===== src/rtl/clk_divider_multi.sv =====
// Multi-channel runtime-programmable clock divider with a single valid/ready config slot.
// Optional CLK_DIV_SYNC_EN adds a `sync` input that restarts every channel in phase.
module clk_divider_multi #(
  parameter int CHANNELS = 2,
  parameter int WIDTH    = 24,
  parameter int CLK_HZ   = 100_000_000,
  parameter int FREQ     = 100,
  localparam int CH_W    = (CHANNELS > 1) ? $clog2(CHANNELS) : 1
) (
  input  logic                clk100MHz,
  input  logic                rst_n,
`ifdef CLK_DIV_SYNC_EN
  input  logic                sync,
`endif
  input  logic                cfg_valid,
  output logic                cfg_ready,
  input  logic [CH_W-1:0]     cfg_ch,
  input  logic [WIDTH-1:0]    cfg_half,
  output logic [CHANNELS-1:0] clk_div,
  output logic [CHANNELS-1:0] tick
);

  localparam longint DEFAULT_HALF = longint'(CLK_HZ) / 2 / longint'(FREQ);

  if (DEFAULT_HALF == 0 || (DEFAULT_HALF >> WIDTH) != 0) begin : g_bad_default
    $error("clk_divider_multi: DEFAULT_HALF must be nonzero and fit in WIDTH bits");
  end

  logic [WIDTH-1:0]    half  [CHANNELS];
  logic [WIDTH-1:0]    count [CHANNELS];
  logic                pend_v;
  logic [CH_W-1:0]     pend_ch;
  logic [WIDTH-1:0]    pend_half;

  logic                sync_i;
  logic                pend_known;
  logic                apply;
  logic [CHANNELS-1:0] wrap;
  logic [CHANNELS-1:0] disabled;
  logic [CHANNELS-1:0] hit;

`ifdef CLK_DIV_SYNC_EN
  assign sync_i = sync;
`else
  assign sync_i = 1'b0;
`endif

  assign cfg_ready = !pend_v;

  // A pending entry retires when its target can take it: disabled, wrapping, or
  // being restarted by sync. Entries for nonexistent channels retire at once.
  always_comb begin
    wrap       = '0;
    disabled   = '0;
    hit        = '0;
    pend_known = int'(pend_ch) < CHANNELS;
    for (int c = 0; c < CHANNELS; c++) begin
      disabled[c] = (half[c] == '0);
      wrap[c]     = !disabled[c] && (count[c] == half[c] - 1'b1);
      hit[c]      = pend_v && (pend_ch == CH_W'(c));
    end
    apply = (|(hit & (wrap | disabled | {CHANNELS{sync_i}}))) || (pend_v && !pend_known);
  end

  // NOTE: all sequential state uses non-blocking assignments so every register
  // samples pre-edge values regardless of statement order.
  always_ff @(posedge clk100MHz or negedge rst_n) begin
    if (!rst_n) begin
      pend_v    <= 1'b0;
      pend_ch   <= '0;
      pend_half <= '0;
    end else if (cfg_valid && !pend_v) begin
      pend_v    <= 1'b1;
      pend_ch   <= cfg_ch;
      pend_half <= cfg_half;
    end else if (apply) begin
      pend_v    <= 1'b0;
    end
  end

  // NOTE: half/count are small per-channel register arrays, not RAM, so resetting
  // them here is intended and maps to plain flops.
  always_ff @(posedge clk100MHz or negedge rst_n) begin
    if (!rst_n) begin
      for (int c = 0; c < CHANNELS; c++) begin
        half[c]    <= WIDTH'(DEFAULT_HALF);
        count[c]   <= '0;
        clk_div[c] <= 1'b0;
        tick[c]    <= 1'b0;
      end
    end else begin
      for (int c = 0; c < CHANNELS; c++) begin
        if (sync_i || disabled[c]) begin
          count[c]   <= '0;
          clk_div[c] <= 1'b0;
          tick[c]    <= 1'b0;
          if (hit[c]) half[c] <= pend_half;
        end else if (wrap[c]) begin
          count[c] <= '0;
          if (hit[c]) half[c] <= pend_half;
          // Reloading to zero parks the output low instead of toggling.
          if (hit[c] && pend_half == '0) begin
            clk_div[c] <= 1'b0;
            tick[c]    <= 1'b0;
          end else begin
            clk_div[c] <= !clk_div[c];
            tick[c]    <= !clk_div[c];
          end
        end else begin
          count[c] <= count[c] + 1'b1;
          tick[c]  <= 1'b0;
        end
      end
    end
  end

endmodule


===== config.mk =====
export PLATFORM = sky130hd
export DESIGN_NAME = clk_divider_multi
export DESIGN_NICKNAME = d
export VERILOG_FILES = /design/src/rtl/clk_divider_multi.sv
export SDC_FILE = /design/constraint.sdc
export NUM_CORES = 1
export LEC_CHECK = 0
export CAP_MARGIN = 10
export CORE_MARGIN = 3
export CORE_UTILIZATION = 43
export CTS_CLUSTER_DIAMETER = 100
export DETAILED_ROUTE_END_ITERATION = 10
export PLACE_DENSITY = 0.62
export REMOVE_ABC_BUFFERS = 1
export SYNTH_ARGS = -nofsm -noshare
export SYNTH_HDL_FRONTEND = slang
export SYNTH_SLANG_ARGS = --single-unit

===== constraint.sdc =====
create_clock -name clk100MHz -period 4.95 [get_ports clk100MHz]
set_clock_uncertainty 0.1 [all_clocks]
set_input_delay 0.99 -clock clk100MHz [delete_from_list [all_inputs] [get_ports clk100MHz]]
set_output_delay 0.99 -clock clk100MHz [all_outputs]
set_load 0.03 [all_outputs]

==> flow_summary.ini, run 1 <==
[global_route]
gr-total-overflow = 0
track_usage = 0.196
grt_max_degree = 50
grt_pass1_wl_um = 28400
grt_pass1_vias = 5545
antenna_found_initial = 0

[power]
p_per_area_nw_per_um2 = 614
power_frac_comb = 0.385
ir_worst_vdd_mv = 0.374
p_leak_nw = 3.62
p_sw_mw = 1.95
power_frac_clock = 0.251
sequentialPowerShare = 0.364
switching_share = 0.382
p_int_mw = 3.15

[yosys]
synth_area_per_cell_um2 = 10.1
synth.area.top_cells = dfrtp_1, xor2_1, mux2_2
ys_warn_count = 0
async_reset_ff_frac = 1.00
ys_ff_latch = 126
synth_edf_count = 0
synth_area_um2 = 7150
synth_flop_cell = dfrtp_1
synth.distinct_cells = 55
yosys.area.top_type = dfrtp_1
synth_cells = 710
synth-seq-area-share = 0.443
synth_top_area_share = 0.392

[drt]
dr.pass1.iters = 4
drcViolationCount = 0
wl_um = 16600
drt_iter0_drc = 332
routedWlPerCell_um = 17.1
final_antenna_net_count = 0
vias_per_cell = 5.57
num_vias = 5409

[final_layout]
area_delta_synth_final_pct = 16.0
final_common_cell = dfrtp_1
layout.nets = 774
antennaDiodeCount = 0
drive_gt1_frac = 0.164
layout_common_cells = dfrtp_1, nor2_1, xor2_1, xnor2_1, mux2_2
design_area_um2 = 8300

[sta]
fin_tns_setup_ps = 0
min_period_ps = 4290
rsz0062_at_grt = false
maxSlewViolCount = 0
fmax_ghz = 0.233
timing.final.crit_share = 0.866
worstMarginPinSlew_ps = 706
hold_violations = 0
relSlewSlack = 0.525
setup_viol_count_final = 0

[cts]
cts_tree = done
cts_max_level = 4
cts-root-buf = clkbuf_16
clockBufferDepth = 2
cts_num_sinks = 126
numCtsBuffers = 17
cts_resized = 0
clk_pin_slew_worst_paths_ps = 50
cts.hold.buffers_added = 0
clk_latency_ps = 420
post-cts-setup-buffer-count = 0

[floorplan]
row_count = 46
die_height_um = 135
coreArea_um2 = 16100
dieArea_um2 = 18200
io_pins = 33
dieWidth_um = 135
initial_core_util = 0.445

[critical_path]
worst-path-max-fanout = 13
arrival_ps = 4490
critPathKind = register to register
required_ps = 5150
start_kind = register
cp-end-kind = register

[run_status]
status = complete, no violations

[place]
gp_congestion = 0.876
post-dp-hpwl_um = 12400
portBuffers = 32
dpl-instance-area_um2 = 7690

[hold_path]
min_path_type = register to register

[flow_run]
cap_violations = 0
==> critical path: stages (launching register included) <==
cell	delay, ps
dfrtp_1	450
inv_1	80
ha_1	200
or4b_1	470
or3_1	370
a2111oi_0	430
o2111ai_1	220
or4_1	540
or3_4	430
a211o_1	320
buf_4	210
mux2_1	330
==> synthesized netlist by cell type (9+ instances only) <==
master	number
nand2_1	39
nand3_1	24
nor3_1	20
dfrtp_1	112
and3_1	18
xnor2_1	46
o21ai_0	20
xor2_1	52
or3_1	11
nand4_1	16
clkbuf_1	21
dfstp_2	14
mux2_2	40
mux2_4	18
a21oi_1	18
nor4_1	25
inv_1	19
or4_1	9
nor2_1	80
==> cells by family after synthesis <==
| kind of cell | share of synthesized area |
|---|---|
| AND/OR/NAND/NOR | 0.209 |
| flip-flops | 0.443 |
| XOR/XNOR | 0.120 |
| AO/OA/AOI/OAI | 0.0779 |
| multiplexers | 0.113 |
| buffers and inverters | 0.0299 |
| adder cells (fa/ha/maj) | 0.00700 |
==> power groups by stage <==
stage          clock (mW)  combinational (mW)  sequential, mW
3_3_place_gp            0                1.91            1.85
3_5_place_dp            0                1.94            1.86
2_1_floorplan           0                1.52            1.69
6_report             1.28                1.96            1.85
5_1_grt              1.36                2.19            1.92
4_1_cts              1.31                1.95            1.85
==> area by class of cell <==
| type | count | area (um2) |
|---|---|---|
| repair buffers | 42 | 393 |
| clock buffers | 22 | 474 |
| flip-flops and latches | 126 | 3170 |
| clock inverters | 10 | 138 |
| fillers | 1442 | 7760 |
| multi-input cells | 536 | 3780 |
| inverters | 19 | 71.3 |
| well taps | 216 | 270 |
==> through the flow <==
| step | setup WS, ps | hold slack, ps | util | power [mW] | instances |
|---|---|---|---|---|---|
| 2_1_floorplan | 520 | 382 | - | 3.21 | 681 |
| 3_3_place_gp | 738 | 415 | 0.479 | 3.76 | 939 |
| 3_5_place_dp | 673 | 418 | 0.479 | 3.81 | 939 |
| 4_1_cts | 653 | 424 | 0.517 | 5.12 | 971 |
| 5_1_grt | 495 | 445 | 0.517 | 5.47 | 971 |
| 6_report | 661 | 420 | 0.517 | 5.10 | 971 |
==> per-layer routing <==
layer  GRT usage  routed length, um
met1       0.256               7530
met2       0.317               8130
met3      0.0484                609
met4      0.0705                339
met5           0                  0
==> state kept, by name, summed over array words and instances, names as in the netlist <==
name	count
pend_v	1
tick	2
pend_ch	1
clk_div	2
pend_half	24
half	48
count	48
==> path summary, 6_finish.rpt <==
check / from / end / slack (ps) / cells past startpoint
max in group asynchronous: rst_n / pend_half[16]$_DFFE_PN0P_ / 3310 / 2
min reg2reg: clk_div[0]$_DFFE_PN0P_ / tick[0]$_DFF_PN0_ / 420 / 1
max: half[24]$_DFFE_PN0P_ / half[25]$_DFFE_PN0P_ / 660 / 11
min: clk_div[0]$_DFFE_PN0P_ / tick[0]$_DFF_PN0_ / 420 / 1
min in group asynchronous: rst_n / count[29]$_DFF_PN0_ / 430 / 1
max reg2reg: half[24]$_DFFE_PN0P_ / half[25]$_DFFE_PN0P_ / 660 / 11
(Power assumes the default switching activity.)
==> inputs of run 2 (changes only) <==
--- a/config.mk
+++ b/config.mk
@@ -9,6 +9,7 @@
 export CORE_MARGIN = 3
 export CORE_UTILIZATION = 43
 export CTS_CLUSTER_DIAMETER = 100
+export CTS_CLUSTER_SIZE = 12
 export DETAILED_ROUTE_END_ITERATION = 10
 export PLACE_DENSITY = 0.62
 export REMOVE_ABC_BUFFERS = 1
==> results of run 2 <==
No change in the layout: final DEF, timing and power equal those of run 1.
==> inputs of run 3 (changes only) <==
--- a/config.mk
+++ b/config.mk
@@ -13,6 +13,7 @@
 export DETAILED_ROUTE_END_ITERATION = 10
 export PLACE_DENSITY = 0.62
 export REMOVE_ABC_BUFFERS = 1
+export SKIP_CTS_REPAIR_TIMING = 1
 export SYNTH_ARGS = -nofsm -noshare
 export SYNTH_HDL_FRONTEND = slang
 export SYNTH_SLANG_ARGS = --single-unit
==> constraint.sdc (replaced) <==
create_clock -name clk100MHz -period 4.2 [get_ports clk100MHz]
set_clock_uncertainty 0.1 [all_clocks]
set_input_delay 0.84 -clock clk100MHz [delete_from_list [all_inputs] [get_ports clk100MHz]]
set_output_delay 0.84 -clock clk100MHz [all_outputs]
set_load 0.03 [all_outputs]
==> flow_summary.ini, run 3 (synthesized netlist as in run 1, its figures left out) <==
[critical_path]
cp_top_family = simple AND/OR/NAND/NOR gates
slowest_stage = or4_1
worstPathCellList = inv_1 -> ha_1 -> or4b_4 -> or3_1 -> a2111oi_2 -> o2111ai_1 -> or4_1 -> or3_4 -> a211o_1 -> buf_12 -> mux2_1
worst-path-max-fanout = 24
cp_num_buf_inv = 2
cp-end-kind = register
arrival_ps = 4220
required_ps = 4400
critPathKind = register to register
start_kind = register
max_stage_delay_ps = 500

[place]
gp_congestion = 0.924
dpl-instance-area_um2 = 7790
post-dp-hpwl_um = 12700
portBuffers = 32
dpl.cell_count = 950

[final_layout]
design_area_um2 = 8450
biggestRegsByFlops = count (48), half (48), pend_half (24)
drive_gt1_frac = 0.183
area_delta_synth_final_pct = 18.1
antennaDiodeCount = 0
layout.nets = 786
nFillCells = 1430
finalNonFillerCells = 983
layout_common_cells = dfrtp_1, nor2_1, xor2_1, xnor2_1, mux2_2
final_common_cell = dfrtp_1

[global_route]
gr-total-overflow = 0
grt_pass1_vias = 5677
grt_pass1_wl_um = 28800
antenna_found_initial = 0
grt_max_degree = 55
track_usage = 0.199

[sta]
relSlewSlack = 0.539
fmax_ghz = 0.248
hold_violations = 0
setup_viol_count_final = 0
maxSlewViolCount = 0
rsz0062_at_grt = false
worstMarginPinSlew_ps = 685
min_period_ps = 4020
timing.final.crit_share = 0.958

[cts]
cts_num_sinks = 126
cts_tree = done
cts_max_level = 4
clockBufferDepth = 2
cts-root-buf = clkbuf_16
numCtsBuffers = 17
clk_pin_slew_worst_paths_ps = 60
clk_latency_ps = 420

[floorplan]
dieWidth_um = 135
coreArea_um2 = 16100
row_count = 46
dieArea_um2 = 18200
die_height_um = 135
io_pins = 33
initial_core_util = 0.445

[drt]
vias_per_cell = 5.56
routedWlPerCell_um = 17.2
final_antenna_net_count = 0
drt_iter0_drc = 329
dr.pass1.iters = 5
num_vias = 5465
wl_um = 16900
drcViolationCount = 0

[power]
p_per_area_nw_per_um2 = 731
ir_worst_vdd_mv = 0.372
p_leak_nw = 3.69

[run_status]
status = complete, no violations

[flow_run]
cap_violations = 0

[hold_path]
min_path_type = primary input to async pin
-- run 3: cell types whose count changed in the layout (fill, tap and decap cells not counted), moves of 2 or more --
| cell | delta |
|---|---|
| buf_12 | +2 |
| clkbuf_8 | -2 |
| clkinvlp_4 | +2 |
| buf_4 | +10 |
| clkinv_2 | -2 |
-- run 3: path summary, 6_finish.rpt --
kind / start / endpoint / slack [ps] / cells after the start
min in group clk100MHz: count[0]$_DFF_PN0_ / count[0]$_DFF_PN0_ / 440 / 1
worst max register to register: half[25]$_DFFE_PN0P_ / half[26]$_DFFE_PN0P_ / 180 / 11
worst max-delay path: half[25]$_DFFE_PN0P_ / half[26]$_DFFE_PN0P_ / 180 / 11
worst min-delay path: rst_n / count[29]$_DFF_PN0_ / 360 / 1
worst min register to register: count[0]$_DFF_PN0_ / count[0]$_DFF_PN0_ / 440 / 1
max in group asynchronous: rst_n / count[18]$_DFF_PN0_ / 2880 / 2
-- run 3: final cells by class --
type,instances,area (um2),area share
well taps,216,270,0.0320
multi-input cells,536,3800,0.449
inverters,19,71.3,0.00844
clock inverters,13,190,0.0225
flip-flops and latches,126,3170,0.375
clock buffers,19,443,0.0524
repair buffers,54,508,0.0601
-- run 3: power by group --
group / internal (mW) / switching (mW) / total (mW)
clock network: 1.01 / 0.545 / 1.55
registers: 1.61 / 0.544 / 2.15
logic: 1.21 / 1.26 / 2.46
-- run 3: through the flow --
stage / hold slack, ps / setup TNS [ps] / utilization / worst slack (ps) / power [mW]
after floorplan: 382 / -4710 / - / -230 / 3.78
after global placement: 421 / 0 / 0.485 / 83.0 / 4.53
after detailed placement: 425 / 0 / 0.485 / 61.4 / 4.58
after CTS: 387 / 0 / 0.525 / 54.4 / 6.16
after global routing: 399 / 0 / 0.526 / 12.5 / 6.64
final: 357 / 0 / 0.526 / 176 / 6.17
-- run 3: layer usage --
metal | GRT usage | part of all wire | up-vias | wire [um]
met3 | 0.0414 | 0.029 | 30 | 488
li1 | - | - | 2643 | -
met5 | 0 | 0 | - | 0
met2 | 0.334 | 0.50 | 103 | 8400
met1 | 0.257 | 0.45 | 2689 | 7670
met4 | 0.0728 | 0.023 | 0 | 390
